## config.mk

```make
export PLATFORM = sky130hd
export DESIGN_NAME = pixel_line_summer
export DESIGN_NICKNAME = d
export VERILOG_FILES = /design/src/rtl/pixel_line_summer.sv
export SDC_FILE = /design/constraint.sdc
export NUM_CORES = 1
export LEC_CHECK = 0
export CAP_MARGIN = 20
export CORE_UTILIZATION = 40
export DETAILED_ROUTE_END_ITERATION = 10
export GPL_TIMING_DRIVEN = 0
export PLACE_DENSITY = 0.7
export SLEW_MARGIN = 15
export SYNTH_ARGS = -nofsm -noshare
export SYNTH_HDL_FRONTEND = slang
export SYNTH_SLANG_ARGS = --single-unit
```

## constraint.sdc

```tcl
create_clock -name CLK -period 6.6 [get_ports CLK]
set_input_delay 0.66 -clock CLK [delete_from_list [all_inputs] [get_ports CLK]]
set_output_delay 0.66 -clock CLK [all_outputs]
set_load 0.005 [all_outputs]
```

## src/rtl/pixel_line_summer.sv

```systemverilog
// pixel_line_summer
//   Streams unsigned pixel pairs, multiplies each pair and sums the products
//   over one line of LINE_SIZE pairs. Completed line sums are handed out on a
//   valid/ready port together with a flag that marks the last line of a frame.
//   Accumulation of the next line continues while a result is held, and stalls
//   only on the final pair of a line when the held result has not been taken.
//
// Ports
//   CLK         sole clock, rising edge
//   reset       synchronous, active-high
//   pix_valid   pixel pair present on pixel_a/pixel_b
//   pix_ready   pair accepted when pix_valid && pix_ready
//   pixel_a     first operand, unsigned, PIXEL_SIZE bits
//   pixel_b     second operand, unsigned, PIXEL_SIZE bits
//   line_sum    completed line sum of products
//   line_valid  line_sum holds a completed line
//   line_ready  downstream takes line_sum when line_valid && line_ready
//   frame_last  presented line is the last line of its frame
module pixel_line_summer #(
  parameter int PIXEL_SIZE   = 8,
  parameter int LINE_SIZE    = 640,
  parameter int NUM_OF_LINES = 480
) (
  input  logic                                        CLK,
  input  logic                                        reset,
  input  logic                                        pix_valid,
  output logic                                        pix_ready,
  input  logic [PIXEL_SIZE-1:0]                       pixel_a,
  input  logic [PIXEL_SIZE-1:0]                       pixel_b,
  output logic [$clog2(LINE_SIZE)+2*PIXEL_SIZE-1:0]   line_sum,
  output logic                                        line_valid,
  input  logic                                        line_ready,
  output logic                                        frame_last
);

  localparam int SUM_W  = $clog2(LINE_SIZE) + 2*PIXEL_SIZE;
  localparam int PCNT_W = $clog2(LINE_SIZE);
  localparam int LCNT_W = $clog2(NUM_OF_LINES);
  localparam logic [PCNT_W-1:0] PIX_LAST  = PCNT_W'(LINE_SIZE - 1);
  localparam logic [LCNT_W-1:0] LINE_LAST = LCNT_W'(NUM_OF_LINES - 1);

  typedef enum logic {
    EMPTY = 1'b0,
    FULL  = 1'b1
  } state_t;

  // Full-precision unsigned product, zero-extended to accumulator width.
  // The accumulator is wide enough for LINE_SIZE maximal products, so no
  // saturation is ever required.
  function automatic logic [SUM_W-1:0] widen_product(
    input logic [PIXEL_SIZE-1:0] a,
    input logic [PIXEL_SIZE-1:0] b
  );
    logic [2*PIXEL_SIZE-1:0] p;
    p = {{PIXEL_SIZE{1'b0}}, a} * {{PIXEL_SIZE{1'b0}}, b};
    return SUM_W'(p);
  endfunction

  state_t              state;
  logic [PCNT_W-1:0]   pix_cnt_p0;
  logic [LCNT_W-1:0]   line_cnt_p1;
  logic [SUM_W-1:0]    acc_p0;
  logic [SUM_W-1:0]    sum_p1;
  logic                vld_p1;
  logic                last_p1;

  logic                last_pix;
  logic                accept;
  logic                complete;
  logic                take;
  logic [SUM_W-1:0]    prod;

  assign prod      = widen_product(pixel_a, pixel_b);
  assign last_pix  = (pix_cnt_p0 == PIX_LAST);
  // The only stall: closing a line while the previous result is still held.
  assign pix_ready = !(last_pix && (state == FULL) && !line_ready);
  assign accept    = pix_valid && pix_ready;
  assign complete  = accept && last_pix;
  assign take      = vld_p1 && line_ready;

  // Stage p0: per-pair accumulation
  always_ff @(posedge CLK) begin
    if (reset) begin
      pix_cnt_p0 <= '0;
      acc_p0     <= '0;
    end else if (accept) begin
      pix_cnt_p0 <= last_pix ? '0 : pix_cnt_p0 + 1'b1;
      acc_p0     <= (pix_cnt_p0 == '0) ? prod : acc_p0 + prod;
    end
  end

  // Stage p1: completed-line output register and hand-off FSM
  always_ff @(posedge CLK) begin
    if (reset) begin
      state       <= EMPTY;
      vld_p1      <= 1'b0;
      sum_p1      <= '0;
      last_p1     <= 1'b0;
      line_cnt_p1 <= '0;
    end else begin
      if (complete) begin
        sum_p1      <= acc_p0 + prod;
        last_p1     <= (line_cnt_p1 == LINE_LAST);
        line_cnt_p1 <= (line_cnt_p1 == LINE_LAST) ? '0 : line_cnt_p1 + 1'b1;
      end
      case (state)
        EMPTY: begin
          if (complete) begin
            state  <= FULL;
            vld_p1 <= 1'b1;
          end
        end
        FULL: begin
          // A completion while FULL implies line_ready is high, so the held
          // line is consumed in the same cycle the new one is loaded.
          if (!complete && take) begin
            state  <= EMPTY;
            vld_p1 <= 1'b0;
          end
        end
        default: begin
          state  <= EMPTY;
          vld_p1 <= 1'b0;
        end
      endcase
    end
  end

  assign line_sum   = sum_p1;
  assign line_valid = vld_p1;
  assign frame_last = last_p1;

endmodule
```

Word-level counts from Yosys, hierarchy flattened:

Cells that the tools add are included.

* eq/ne operators: 4
* $lt $le $gt $ge: 0
* $add $sub $neg: 3
* muxes and demuxes: 9
* multiply operators: 1
* divide/modulo/power cells: 0
* reduce and logical (&&, ||, !) cells: 11
* bitwise operators: 1
* shifts and indexed selects: 0

Operator list (count)
* adder 26 x 16 -> 26 bit: 1
* 2-to-1 mux 26 bit: 1
* multiplier 8 x 8 -> 16 bit: 1
* adder 10 x 1 -> 10 bit, second input constant: 1
* == test 10 bit, second input constant: 1
* zero test 10 bit: 1
* 2-to-1 mux 10 bit: 1
* adder 9 x 1 -> 9 bit, second input constant: 1
* == test 9 bit, second input constant: 1
* 2-to-1 mux 9 bit: 1
* logical AND 1 bit: 6
* 2-to-1 mux 1 bit: 4
* one-hot mux 1 bit (2 select lines): 2
* zero test 1 bit: 3
* inequality test 2 x 1 -> 1 bit, second input constant: 1
* inequality test 2 bit, second input constant: 1
* AND reduction 2 bit: 1
* inverter 1 bit: 1

* bits in read-only memories: 0
* bits of input ports: 20
* word-level logic and storage cells: 36
* latch bits: 0
* bits in registers: 74
* bits in writable memories: 0
* output and inout port bits: 29
* memories: 0

Depth between registers and ports, before layout:

Gate-level depths: netlist of run 1.

* word-level depth: 10
* mapped depth: 24
* mapped depth without buffers: 23

Worst setup path after synthesis of run 1:

OpenSTA, ideal clock, no wires.

* path type: input port to flip-flop
* from: input port pixel_b[4]
* to: register acc_p0[17]
* setup slack: 779 ps
* arrival: 5746 ps
* stages on the path: 21
* path buffers: 1
* library setup time: 74 ps
* required time: 6526 ps
* cells stage by stage: and2_1 fa_1 fa_1 inv_1 fa_1 fa_1 inv_1 ha_1 o21ai_0 o21ai_0 o21a_1 a221o_1 mux2i_1 and2_1 ha_1 clkbuf_1 nand3_1 o31ai_2 nand3_1 or3_1 a31oi_1

* cells in the longest elaborated chain, start to end: 3

RTL lines
* from (decl): RTL line 29 `input logic [PIXEL_SIZE-1:0] pixel_b,`
* multiplier 8 x 8 -> 16 bit: RTL line 55 `p = {{PIXEL_SIZE{1'b0}}, a} * {{PIXEL_SIZE{1'b0}}, b};`
* adder 26 x 16 -> 26 bit: RTL line 88 `acc_p0 <= (pix_cnt_p0 == '0) ? prod : acc_p0 + prod;`
* 2-to-1 mux 26 bit: RTL line 88
* to (signal assigned): RTL line 88
* to (decl): RTL line 62 `logic [SUM_W-1:0] acc_p0;`

Every way passes these cells.
A chain may end at the register's enable or synchronous reset.

Worst setup path in the final report of run 1:

* from: input port pixel_b[4]
* to: register acc_p0[16]

Same word-level chain as after synthesis.

==> impl_metrics.ini, run 1 <==
[cts]
cts_setup_buffers = 0
hold_buffers = 0
clk_transition_reported_paths_ps = 60
clockRootBuffer = sky130_fd_sc_hd__clkbuf_16
h-tree-depth = 3
numClockSinks = 74
cts-root-to-sink-buffers = 2
tritoncts = built
worst_skew_pair.late_latency_ps = 340
cts_buffers = 9

[timing]
fmaxAchievable_ghz = 0.164
report.final.setup_viol = 0
final.setup_skew_ps = 8.85
grt_setup_unrepaired = no
relSlewSlack = 0.481
final.setup.worst_slack_ps = 513
hold-worst-slack_ps = 452
timing.setup.tns_ps = 0
period_minus_slack_ps = 6090
timing.final.crit_share = 0.922
measured_slew_at_the_worst_slew_check_pin_ps = 779
timing.final.max_slew_violations = 0
hold_violations = 0

[worst_setup_path]
timing.critical_path.arrival_ps = 6360
timing.critical_path.from = pixel_b[4]
crit_path_frequent_cell = sky130_fd_sc_hd__fa_1
crit_slowest_cell = sky130_fd_sc_hd__fa_1
critPathCaptureType = flip-flop
crit_path_max_incr_delay_ps = 550
cp.buffers_inverters = 3
critical_path.top_delay_family = adder cells
crit_cells = 22
regToRegSetupSlack_ps = 3910
timing.setup.critical_path_class = in -> reg
ff2ff_path_depth = 9
timing.critical_path.to = acc_p0[16]$_SDFFE_PP0P_
crit_path_start_kind = input port
worst_reg2reg_path_startpoint = acc_p0[0]$_SDFFE_PP0P_
worstPathRequired_ps = 6870
timing.rr.end = acc_p0[10]$_SDFFE_PP0P_
cp_cell_sequence = dlymetal6s2s_1, and2_1, fa_1, fa_1, inv_1, fa_1, fa_1, inv_1, ha_1, o21ai_1, o21ai_0, o21a_1, a221o_1, xor2_1, ha_1, and4_1, o2111a_1, o21ai_1, a21o_4, and2_1, or3_1, a31oi_1
path_max_fanout = 8

[global_route]
wire_length_of_the_first_global_routing_pass_mm = 25.1
grt_remaining_overflow = 0
grtUsageTotal = 0.194
grt_antenna_before_repair = 0
first_global_vias = 5181
grt_max_degree = 12

[final_layout]
finish.net_count = 924
multi_input_area_um2 = 4520
post-route-cell-area_um2 = 7430
insertedDiodeCount = 0
sequential_area_um2 = 1480
share_of_post_route_cells_with_drive_strength_above_1 = 0.0700
area_delta_synth_final_pct = 17.2
instances_no_fill = 1025
fill_cell_instance_count_of_the_final_layout = 1529
final_core_util = 0.485

[logic_synthesis]
synth_enable_flop_cells = 0
yosys.cell_types.count = 62
synthesis.instances = 752
synth_area_per_cell_um2 = 8.43
mappedNetlistNets = 866
ys.warnings.count = 0
synth-async-reset-ratio = 0
synthFlopType = sky130_fd_sc_hd__dfxtp_1
synth_sequential_area_ratio = 0.234
ys_seq_elements = 74
netlist_area_um2 = 6340

[floorplanning]
boundaryPins = 49
initial_utilization = 0.414
chipWidth_um = 128
die_h_um = 128
number_of_placement_rows = 45
floorplan.die_area_um2 = 16400
core-area_um2 = 15300

[outcome]
status = finished, final reports clean

[drt]
wl_per_cell_um = 14.9
drt.antenna.violating_nets = 0
drt-pass1-iter-count = 5
num_vias = 5368
routed_wl_mm = 15.3
drc_errors = 0
drtIter0Drc = 324
via_per_inst = 5.24

[power_and_ir_drop]
pwr_density_cell_nw_per_um2 = 360
p_total_mw = 2.68
power.static_leakage_nw = 3.18
max-vdd-ir-drop_uv = 222

[placed_design]
port_buffers = 48
dpl.hpwl_mm = 11.9
place.detailed.instances = 1011
finalWeightedCongestion = 0.911
detailedPlace.worstSlack_ps = -405
dpl-instance-area_um2 = 7080

[min_path]
hold_path_class = reg -> reg
timing.hold.worst.start = line_sum[11]$_SDFFE_PP0P_

[flow_run]
max_cap_violation_count = 0
## flip-flops by register name, indices dropped and copies added, names as in the netlist
name	flops
acc_p0	26
line_sum	26
pix_cnt_p0	10
line_cnt_p1	9
frame_last	1
line_valid	1
state	1
## worst min-delay path by stage
stage / slack [ps] / cells after the start / end
finish: 450 / 2 / line_sum[11]$_SDFFE_PP0P_
global route: 470 / 2 / line_sum[4]$_SDFFE_PP0P_
CTS: 450 / 2 / line_sum[11]$_SDFFE_PP0P_
detailed placement: 450 / 2 / line_sum[11]$_SDFFE_PP0P_
global placement: 440 / 2 / line_sum[16]$_SDFFE_PP0P_
floorplan: 440 / 2 / acc_p0[2]$_SDFFE_PP0P_
## repair_timing
item	CTS	global route
gates resized for setup	0	20
cloned	0	0
pin swaps	0	1
setup endpoints to repair	3	25
## cell usage in the layout (no fill, tap or decap), drive strengths merged, types with 3 or more instances in the layout
cell and instances:
a211oi 21, a21o 9, a21oi 47, a311o 7, a311oi 10, a31oi 10
and2 59, and3 14, and4 3, buf 16, clkbuf 27, clkdlybuf4s50 34
dfxtp 74, dlymetal6s2s 14, fa 37, ha 57, inv 53, nand2 85
nand2b 10, nand3 16, nand4 10, nor2 59, nor2b 3, nor3 27
nor3b 3, o211ai 5, o21a 8, o21ai 15, o21bai 3, o31ai 3
or2 3, or3 7, xnor2 20, xor2 29
## Yosys cell counts, drive strengths merged, types with 9 or more instances
master,n,share of area
a211oi,21,0.025
a21o,9,0.012
a21oi,47,0.041
a311oi,10,0.022
a31oi,10,0.0099
and2,59,0.058
and3,14,0.015
buf,16,0.016
clkbuf,15,0.0089
dfxtp,74,0.23
fa,37,0.12
ha,57,0.11
inv,53,0.031
nand2,85,0.050
nand2b,10,0.0099
nand3,16,0.013
nand4,10,0.011
nor2,59,0.035
nor3,27,0.022
o21ai,15,0.012
xnor2,20,0.028
xor2,29,0.040
## layout make-up
class                   instances  area share
multi-input cells             594       0.609
clock buffers                  13      0.0337
flip-flops and latches         74       0.199
inverters                      53      0.0268
plain buffers                  30      0.0209
repair buffers                 48      0.0694
well taps                     211      0.0356
clock inverters                 2     0.00505
## cells by family after synthesis
| family | count (synthesis) | synth area share |
|---|---|---|
| adder cells (fa/ha/maj) | 94 | 0.229 |
| AO/OA/AOI/OAI | 144 | 0.166 |
| AND/OR/NAND/NOR | 305 | 0.243 |
| flip-flops | 74 | 0.234 |
| buffers and inverters | 84 | 0.0565 |
| multiplexers | 2 | 0.00316 |
| XOR/XNOR | 49 | 0.0677 |
## where the power goes
part	switching, mW	internal [mW]	leakage [nW]
sequential	0.0174	0.473	0.600
combinational	1.03	0.667	2.45
clock	0.186	0.301	0.136
total	1.23	1.44	3.18
## per-layer routing
layer  up-vias  GRT usage  part of all wire
met2       115      0.323              0.47
li1       2701          -                 -
met1      2537      0.257              0.48
met5         -          0                 0
met3        15     0.0280             0.034
met4         0     0.0637             0.017
## worst min-delay path, cell delays in order (launching register included)
cell and delay (ps):
sky130_fd_sc_hd__dfxtp_1 300, sky130_fd_sc_hd__nand2_1 50, sky130_fd_sc_hd__a21oi_1 50
Power figures use the tool's default switching activity.
==> run 2: changes to the inputs <==
--- a/config.mk
+++ b/config.mk
@@ -6,6 +6,7 @@
 export NUM_CORES = 1
 export LEC_CHECK = 0
 export CAP_MARGIN = 20
+export CORE_ASPECT_RATIO = 1.5
 export CORE_UTILIZATION = 40
 export DETAILED_ROUTE_END_ITERATION = 10
 export GPL_TIMING_DRIVEN = 0
==> run 2 against run 1 <==
- core utilization decreased by 0.72 points
- count of clock-buffer cells in the layout decreased by 1
- routed wire length decreased by 2.3%
- sequential share of layout area about the same
- cell count decreased by 0.68%
- non-clock buffer count unchanged
- cell area about the same
- clock power increased by 2%
- worst hold slack improved by 1.2 ps
- critical path type unchanged
- critical endpoint unchanged
- largest cell class unchanged
==> impl_metrics.ini, run 2 (same netlist as run 1, synthesis figures left out) <==
[power_and_ir_drop]
sequentialPowerShare = 0.186
pwr_density_cell_nw_per_um2 = 355
power.share.clock = 0.187
combPwrFrac = 0.627
power.switching_mw = 1.19
sw_frac_of_total = 0.451
max-vdd-ir-drop_uv = 180
p_int_mw = 1.45
power.static_leakage_nw = 3.18

[global_route]
grtUsageTotal = 0.192
met2_use_gr = 0.369
wire_length_of_the_first_global_routing_pass_mm = 25.1
grt_remaining_overflow = 0
gr-usage-met1 = 0.210
grt_antenna_before_repair = 0
first_global_vias = 5298
global_route.peak_usage_layer = met2
met3_usage = 0.0230
grt_max_degree = 13

[final_layout]
fill_cell_instance_count_of_the_final_layout = 1590
layout.cells.most_common_list = sky130_fd_sc_hd__nand2_1, sky130_fd_sc_hd__dfxtp_1, sky130_fd_sc_hd__and2_1, sky130_fd_sc_hd__nor2_1, sky130_fd_sc_hd__ha_1
multi_input_area_um2 = 4530
layout_commonest_cell = sky130_fd_sc_hd__nand2_1
sequential_area_um2 = 1480
share_of_post_route_cells_with_drive_strength_above_1 = 0.0736
insertedDiodeCount = 0
finish.net_count = 924
area_delta_synth_final_pct = 17.2

[cts]
worst_skew_pair.late_latency_ps = 340
hold_buffers = 0
numClockSinks = 74
tritoncts = built
cts-root-to-sink-buffers = 2
clk_transition_reported_paths_ps = 60
cts_setup_buffers = 0
cts_buffers = 9
h-tree-depth = 3
clockRootBuffer = sky130_fd_sc_hd__clkbuf_16

[floorplanning]
die_h_um = 156
core-area_um2 = 15600
boundaryPins = 49
initial_utilization = 0.407
chipWidth_um = 105
number_of_placement_rows = 56
floorplan.die_area_um2 = 16400

[drt]
drt-pass1-iter-count = 6
via_per_inst = 5.29
drc_errors = 0
drtIter0Drc = 169
wl_per_cell_um = 14.7
routed_wl_mm = 15.0
num_vias = 5383
drt.antenna.violating_nets = 0

[timing]
hold_violations = 0
report.final.setup_viol = 0
final.setup.worst_slack_ps = 246
final.setup_skew_ps = 2.72
fmaxAchievable_ghz = 0.157
relSlewSlack = 0.451
timing.final.crit_share = 0.963
period_minus_slack_ps = 6350
measured_slew_at_the_worst_slew_check_pin_ps = 823
timing.setup.tns_ps = 0
timing.final.max_slew_violations = 0
grt_setup_unrepaired = no

[outcome]
status = finished, final reports clean

[min_path]
timing.hold.worst.start = line_sum[4]$_SDFFE_PP0P_
hold_crit_endpoint = line_sum[4]$_SDFFE_PP0P_
hold_path_class = reg -> reg
min_path_cells = 2

[worst_setup_path]
ff2ff_path_depth = 9
crit_path_max_incr_delay_ps = 630
regToRegSetupSlack_ps = 3930
critPathCaptureType = flip-flop
crit_path_frequent_cell = sky130_fd_sc_hd__fa_1
timing.setup.critical_path_class = in -> reg
path_max_fanout = 8
crit_path_start_kind = input port
worst_reg2reg_path_startpoint = acc_p0[0]$_SDFFE_PP0P_
cp_cell_sequence = clkdlybuf4s50_1, and2_1, fa_1, fa_1, fa_1, inv_1, fa_1, inv_1, ha_1, nor2_1, nor2_1, o21a_1, a221o_1, xor2_1, ha_2, and4_1, o2111a_1, o21ai_1, a21o_4, and2_1, or3_1, a31oi_1
worstPathRequired_ps = 6860
timing.critical_path.arrival_ps = 6610
crit_slowest_cell = sky130_fd_sc_hd__clkdlybuf4s50_1
timing.rr.end = acc_p0[10]$_SDFFE_PP0P_

[flow_run]
max_cap_violation_count = 0

[placed_design]
finalWeightedCongestion = 0.883
port_buffers = 48
dpl.hpwl_mm = 12.0
detailedPlace.worstSlack_ps = -335
## run 2: cell types whose count changed in the layout (fill, tap and decap cells not counted), sizes merged
cell,change
clkbuf,-1
clkdlybuf4s50,+2
clkinv,+2
dlymetal6s2s,-2
## run 2: routing by layer
metal / wire length [µm] / vias up
li1: - / 2699
met1: 6240 / 2560
met2: 7980 / 101
met3: 401 / 23
met4: 343 / 0
met5: 0 / -
## run 2: worst max path at each step
stage	start	end	slack, ps	cells after the start
floorplan	pixel_b[4]	acc_p0[17]$_SDFFE_PP0P_	780	21
global placement	pixel_a[1]	acc_p0[17]$_SDFFE_PP0P_	-320	22
detailed placement	pixel_a[1]	acc_p0[17]$_SDFFE_PP0P_	-330	22
CTS	pixel_a[1]	acc_p0[17]$_SDFFE_PP0P_	20	22
global route	pixel_a[7]	acc_p0[16]$_SDFFE_PP0P_	30	22
finish	pixel_a[6]	acc_p0[16]$_SDFFE_PP0P_	250	22
## run 2: stage by stage
step                      cell area, µm²  hold WS, ps  power (mW)  std cells  utilization
final                               7430          454        2.64       1018        0.478
after global routing                7430          470        2.87       1018        0.478
after CTS                           7370          455        2.61       1019        0.474
after detailed placement            7070          447        2.11       1003        0.455
after global placement              7070          445        2.11       1003        0.455
after floorplan                     6340          436        1.79        752            -
## run 2: power groups by stage
stage                     Sequential [mW]  Clock, mW  Combinational (mW)
after floorplan                     0.495          0                1.30
after global placement              0.498          0                1.61
after detailed placement            0.498          0                1.61
after CTS                           0.489      0.502                1.62
after global routing                0.492      0.521                1.86
final                               0.490      0.495                1.66
## run 2: area by class of cell
cell class | count | area share
multi-input combinational | 594 | 0.610
sequential | 74 | 0.199
timing repair buffer | 48 | 0.0687
tap | 203 | 0.0342
clock buffer | 12 | 0.0332
inverter | 53 | 0.0268
buffer | 30 | 0.0209
clock inverter | 4 | 0.00690
## run 2: repair_timing
action,in CTS,in global routing
endpoints found under the setup margin,0,24
resized for setup,0,18
hold endpoints to repair,0,0
## run 2: worst max-delay path, delay by kind of cell
family                     cells  cell delay [ps]
adders and majority gates      6             2720
AOI/OAI and AO/OA              6             1270
and+or+nand+nor                6             1030
buffers and inverters          3              720
xor gates and xnor gates       1              180
